==> src/rtl/jk_bank_arbiter.sv <==
// Arbitrated J/K pulse driver for a bank of JK bits with a post-pulse settle window.
// Define JK_ARB_FIXED_PRIO_EN for fixed priority (lowest index wins); default is round-robin.
module jk_bank_arbiter #(
  parameter int unsigned N_REQ  = 4,
  parameter int unsigned WIDTH  = 8,
  parameter int unsigned SETTLE = 2
) (
  input  logic                       clk,
  input  logic                       rst,
  input  logic [N_REQ-1:0]           req,
  input  logic [2*N_REQ-1:0]         cmd,
  input  logic [WIDTH*N_REQ-1:0]     mask,
  output logic [N_REQ-1:0]           gnt,
  output logic [WIDTH-1:0]           j,
  output logic [WIDTH-1:0]           k,
  output logic [WIDTH-1:0]           q,
  output logic                       busy,
  output logic [$clog2(N_REQ)-1:0]   owner
);

  localparam int unsigned IdxW = $clog2(N_REQ);
  localparam int unsigned CntW = (SETTLE > 1) ? $clog2(SETTLE) : 1;
  localparam logic [CntW-1:0] SettleLoad = CntW'(SETTLE - 1);

  typedef enum logic [1:0] {
    StIdle,
    StApply,
    StSettle,
    StDone
  } state_e;

  state_e            state_q, state_d;
  logic [IdxW-1:0]   ptr_q, ptr_d;
  logic [IdxW-1:0]   owner_q, owner_d;
  logic [1:0]        cmd_q, cmd_d;
  logic [WIDTH-1:0]  mask_q, mask_d;
  logic [CntW-1:0]   cnt_q, cnt_d;
  logic [WIDTH-1:0]  bank_q, bank_d;

  logic              win_found;
  logic [IdxW-1:0]   win_idx;

  // (base + off) mod N_REQ; off never exceeds N_REQ-1 so one subtraction suffices.
  function automatic logic [IdxW-1:0] wrap_idx(input logic [IdxW-1:0] base,
                                               input int unsigned     off);
    int unsigned s;
    s = 32'(base) + off;
    if (s >= N_REQ) begin
      s = s - N_REQ;
    end
    return IdxW'(s);
  endfunction

  // First asserted request scanning upward from the pointer; in fixed-priority
  // mode the pointer is pinned at 0 so the same scan yields lowest-index-wins.
  always_comb begin
    logic [IdxW-1:0] cand;
    win_found = 1'b0;
    win_idx   = '0;
    cand      = '0;
    for (int unsigned i = 0; i < N_REQ; i++) begin
      cand = wrap_idx(ptr_q, i);
      if (!win_found && req[cand]) begin
        win_found = 1'b1;
        win_idx   = cand;
      end
    end
  end

  always_comb begin
    state_d = state_q;
    ptr_d   = ptr_q;
    owner_d = owner_q;
    cmd_d   = cmd_q;
    mask_d  = mask_q;
    cnt_d   = cnt_q;
    bank_d  = bank_q;
    j       = '0;
    k       = '0;
    gnt     = '0;

    unique case (state_q)
      StIdle: begin
        if (win_found) begin
          owner_d = win_idx;
          cmd_d   = cmd[2*win_idx +: 2];
          mask_d  = mask[WIDTH*win_idx +: WIDTH];
          state_d = StApply;
        end
      end
      StApply: begin
        j       = mask_q & {WIDTH{cmd_q[1]}};
        k       = mask_q & {WIDTH{cmd_q[0]}};
        // JK characteristic; unmasked bits see j=k=0 and hold.
        bank_d  = (j & ~bank_q) | (~k & bank_q);
        cnt_d   = SettleLoad;
        state_d = StSettle;
      end
      StSettle: begin
        if (cnt_q == '0) begin
          state_d = StDone;
        end else begin
          cnt_d = cnt_q - 1'b1;
        end
      end
      StDone: begin
        gnt[owner_q] = 1'b1;
`ifdef JK_ARB_FIXED_PRIO_EN
        ptr_d = '0;
`else
        ptr_d = wrap_idx(owner_q, 1);
`endif
        state_d = StIdle;
      end
      default: begin
        state_d = StIdle;
      end
    endcase
  end

  always_ff @(posedge clk) begin
    if (rst) begin
      state_q <= StIdle;
      ptr_q   <= '0;
      owner_q <= '0;
      cmd_q   <= '0;
      mask_q  <= '0;
      cnt_q   <= '0;
      bank_q  <= '0;
    end else begin
      state_q <= state_d;
      ptr_q   <= ptr_d;
      owner_q <= owner_d;
      cmd_q   <= cmd_d;
      mask_q  <= mask_d;
      cnt_q   <= cnt_d;
      bank_q  <= bank_d;
    end
  end

  assign q     = bank_q;
  assign busy  = (state_q != StIdle);
  assign owner = owner_q;

endmodule
==> config.mk <==
export PLATFORM = sky130hd
export DESIGN_NAME = jk_bank_arbiter
export DESIGN_NICKNAME = d
export VERILOG_FILES = /design/src/rtl/jk_bank_arbiter.sv
export SDC_FILE = /design/constraint.sdc
export NUM_CORES = 1
export LEC_CHECK = 0
export CAP_MARGIN = 5
export CORE_MARGIN = 3
export CORE_UTILIZATION = 42
export DETAILED_ROUTE_END_ITERATION = 10
export GPL_TIMING_DRIVEN = 1
export HOLD_SLACK_MARGIN = 0.1
export MAX_ROUTING_LAYER = met4
export PLACE_DENSITY_LB_ADDON = 0.3
export SETUP_SLACK_MARGIN = 0.2
export SYNTH_ARGS = -nofsm -noshare
export SYNTH_HDL_FRONTEND = slang
export SYNTH_SLANG_ARGS = --single-unit
==> constraint.sdc <==
create_clock -name clk -period 2.34 [get_ports clk]
set_input_delay 0.702 -clock clk [delete_from_list [all_inputs] [get_ports clk]]
set_output_delay 0.702 -clock clk [all_outputs]
set_load 0.005 [all_outputs]
==> run metrics <==
status=completed; DRC=0; drt total wl=5.78 mm; Worst slew margin=65.4%; WP data arrival=around 2.3 ns; most frequent cells in the layout=clkdlybuf4s50_1, buf_4, dlymetal6s2s_1, dfxtp_1; Mapped Area=0.00175 sq mm; final hold slack=0.476 ns; Setup crit start=req[2]; clock sinks=25; Setup crit end kind=register; Vias/cell=5.60; CTS tree=done; # IOs=77; syn nets=276; number of diodes=0; Core Box Area=between 0.003 and 0.004 sq mm; H-tree lvl count=1; CP Class=input pin to register; VDD IR max=between 0.3 and 0.4 mV; ratio of cells with drive above 1 in the final layout=25.1%; R2R setup slack=0.51 ns; TritonRoute pass-1 iters=4; largest net degree at the start of global routing=36; Mapped Cells=221; FF-to-FF path depth=7; per-cell routed wire length=15.6 um; Die Span X=70.6 um; Antenna Nets Post-Route=0; GRT Total Usage=21.4%; Yosys cell types=34; RSZ-0062 raised after global routing=false; Hold Path Stages=1; Hold Vio Cnt, Final=0; Hold Path Class=register to register; first-pass GRT wire length=8.67 mm; setup total negative slack=0 ns; flop and latch count out of synthesis=25; startpoint types=input pin; Critical R2R Launch=ptr_q[0]$_SDFFE_PP0P_; Final Skew=0.00867 ns; post-synthesis sequential area ratio=approximately 29%; Finished Core Util=81.1%; gr ovfl total=0; initial antenna violation count=0; most common cell after layout, fill and taps aside=clkdlybuf4s50_1; drt initial violations=161; Die Y=70.6 um; PD cells=624 mW/mm^2; Layout area overhead=78.2%; die area=0.00499 sq mm; Root Buffer=clkbuf_8; maximum clock rate=0.475 GHz; DR vias=2078; RR Endpoint=mask_q[5]$_SDFFE_PP0P_; min cycle time layout=between 2 and 2.5 ns; IO buf count=76; GP Congestion=between 0.8 and 0.9; cell leakage power=between 1.5 and 2 nW; # setup viols final=0; Clk Latency, worst-skew pair=0.27 ns; syn avg cell area=just under 8 sq um; clk slew on worst S/H paths=0.09 ns; number of global-route vias before repair=1849; TritonCTS Buffers=3; Post-DP HPWL=3.83 mm; crit-path max FO=7; Worst Max-Slew Pin Slew=0.514 ns; Worst EP required=2.51 ns; final net count=between 300 and 400; Initial Util=45.5%; std cell rows=22; max-cap viol count=0; yosys warns=0; Worst Setup EP=mask_q[5]$_SDFFE_PP0P_; Max clock buf depth=2; part of the cycle the worst path needs=89.9%; Max Transition Viols Final=0
==> worst min path at each step <==
stage | start | end | slack (ns)
2_1_floorplan | q[0]$_SDFFE_PP0P_ | q[0]$_SDFFE_PP0P_ | 0.46
3_3_place_gp | q[1]$_SDFFE_PP0P_ | q[1]$_SDFFE_PP0P_ | 0.45
3_5_place_dp | q[1]$_SDFFE_PP0P_ | q[1]$_SDFFE_PP0P_ | 0.46
4_1_cts | q[1]$_SDFFE_PP0P_ | q[1]$_SDFFE_PP0P_ | 0.47
5_1_grt | q[1]$_SDFFE_PP0P_ | q[1]$_SDFFE_PP0P_ | 0.49
6_report | q[5]$_SDFFE_PP0P_ | q[5]$_SDFFE_PP0P_ | 0.48
==> report_power, final <==
group	internal, mW	leakage, nW	total [mW]	switching (mW)
sequential	0.521	0.207	0.630	0.109
clock	0.119	0.0255	0.259	0.140
combinational	0.578	1.37	1.06	0.484
==> stage by stage <==
step	instance area [sq um]	power, mW	worst slack (ns)	cells
2_1_floorplan	1750	1.05	0.256	221
3_3_place_gp	2700	1.39	-0.248	353
3_5_place_dp	2700	1.41	-0.326	353
4_1_cts	2890	1.74	0.0148	363
5_1_grt	3130	2.06	0.175	371
6_report	3130	1.95	0.235	371
==> sequential cells by signal (all words and copies together) (netlist names) <==
name and count:
ptr_q 2, state_q 2, cnt_q 1, owner 2, q 8, mask_q 8
cmd_q 2
==> cell families after synthesis <==
kind of cell | Yosys count | share of synthesized area [%]
AND/OR/NAND/NOR | 95 | 29.6
AO/OA/AOI/OAI | 64 | 26.3
flip-flops | 25 | 28.5
buffers and inverters | 23 | 6.28
adder cells (fa/ha/maj) | 9 | 6.42
multiplexers | 5 | 2.85
==> synthesized netlist by cell type, drive strengths merged <==
| cell type | n | area share, % |
|---|---|---|
| nor4 | 2 | 0.71 |
| a21oi | 17 | 5.1 |
| and2b | 1 | 0.43 |
| nand3 | 10 | 2.9 |
| nor3 | 2 | 0.57 |
| or2 | 1 | 0.36 |
| or4 | 1 | 0.43 |
| nor2b | 3 | 1.1 |
| o31ai | 1 | 1.2 |
| mux2i | 5 | 2.9 |
| o221ai | 1 | 0.50 |
| a32o | 9 | 5.1 |
| and2 | 4 | 1.4 |
| nand3b | 11 | 4.7 |
| a211o | 1 | 0.50 |
| inv | 9 | 1.9 |
| a211oi | 4 | 1.7 |
| nand2 | 14 | 3.0 |
| clkbuf | 6 | 1.3 |
| o21ai | 21 | 6.0 |
| nor4b | 1 | 0.50 |
| a21boi | 9 | 5.8 |
| or4b | 1 | 0.57 |
| buf | 8 | 3.1 |
| nor2 | 19 | 4.1 |
| and3 | 25 | 8.9 |
| o21bai | 1 | 0.43 |
| ha | 9 | 6.4 |
| dfxtp | 25 | 29 |
==> critical path, stage by stage <==
cell and delay (ns):
clkdlybuf4s15_1 0.21, nor2b_4 0.15, or4b_4 0.59, buf_6 0.17, clkbuf_16 0.15, nand3_1 0.08
a32o_1 0.16, a21oi_1 0.06
==> layer usage <==
metal  part of all wire (%)  wire length (um)  vias up  global-route usage, %
met1                     42              2400      961                   28.4
met5                      0                 0        -                      -
met3                    7.0               406        8                   1.85
li1                       -                 -     1010                      -
met4                    1.2                70        0                   5.22
met2                     50              2910       99                   35.2
==> layout make-up <==
class	instances	area, sq um
Tap cell	48	60.1
Clock inverter	1	5.00
Fill cell	262	728
Sequential cell	25	514
Inverter	9	36.3
Clock buffer	3	41.3
Timing Repair Buffer	112	1210
Multi-Input combinational cell	173	1260
==> what timing repair did <==
| item | in CTS | in global routing |
|---|---|---|
| resized for setup | 24 | 56 |
| pin swaps | 7 | 9 |
| cloned | 4 | 2 |
| endpoints found under the setup margin | 31 | 30 |
| buffers inserted | 2 | 6 |
| hold buffers | 0 | 0 |
Note: power is estimated with default switching activity, not from simulation.
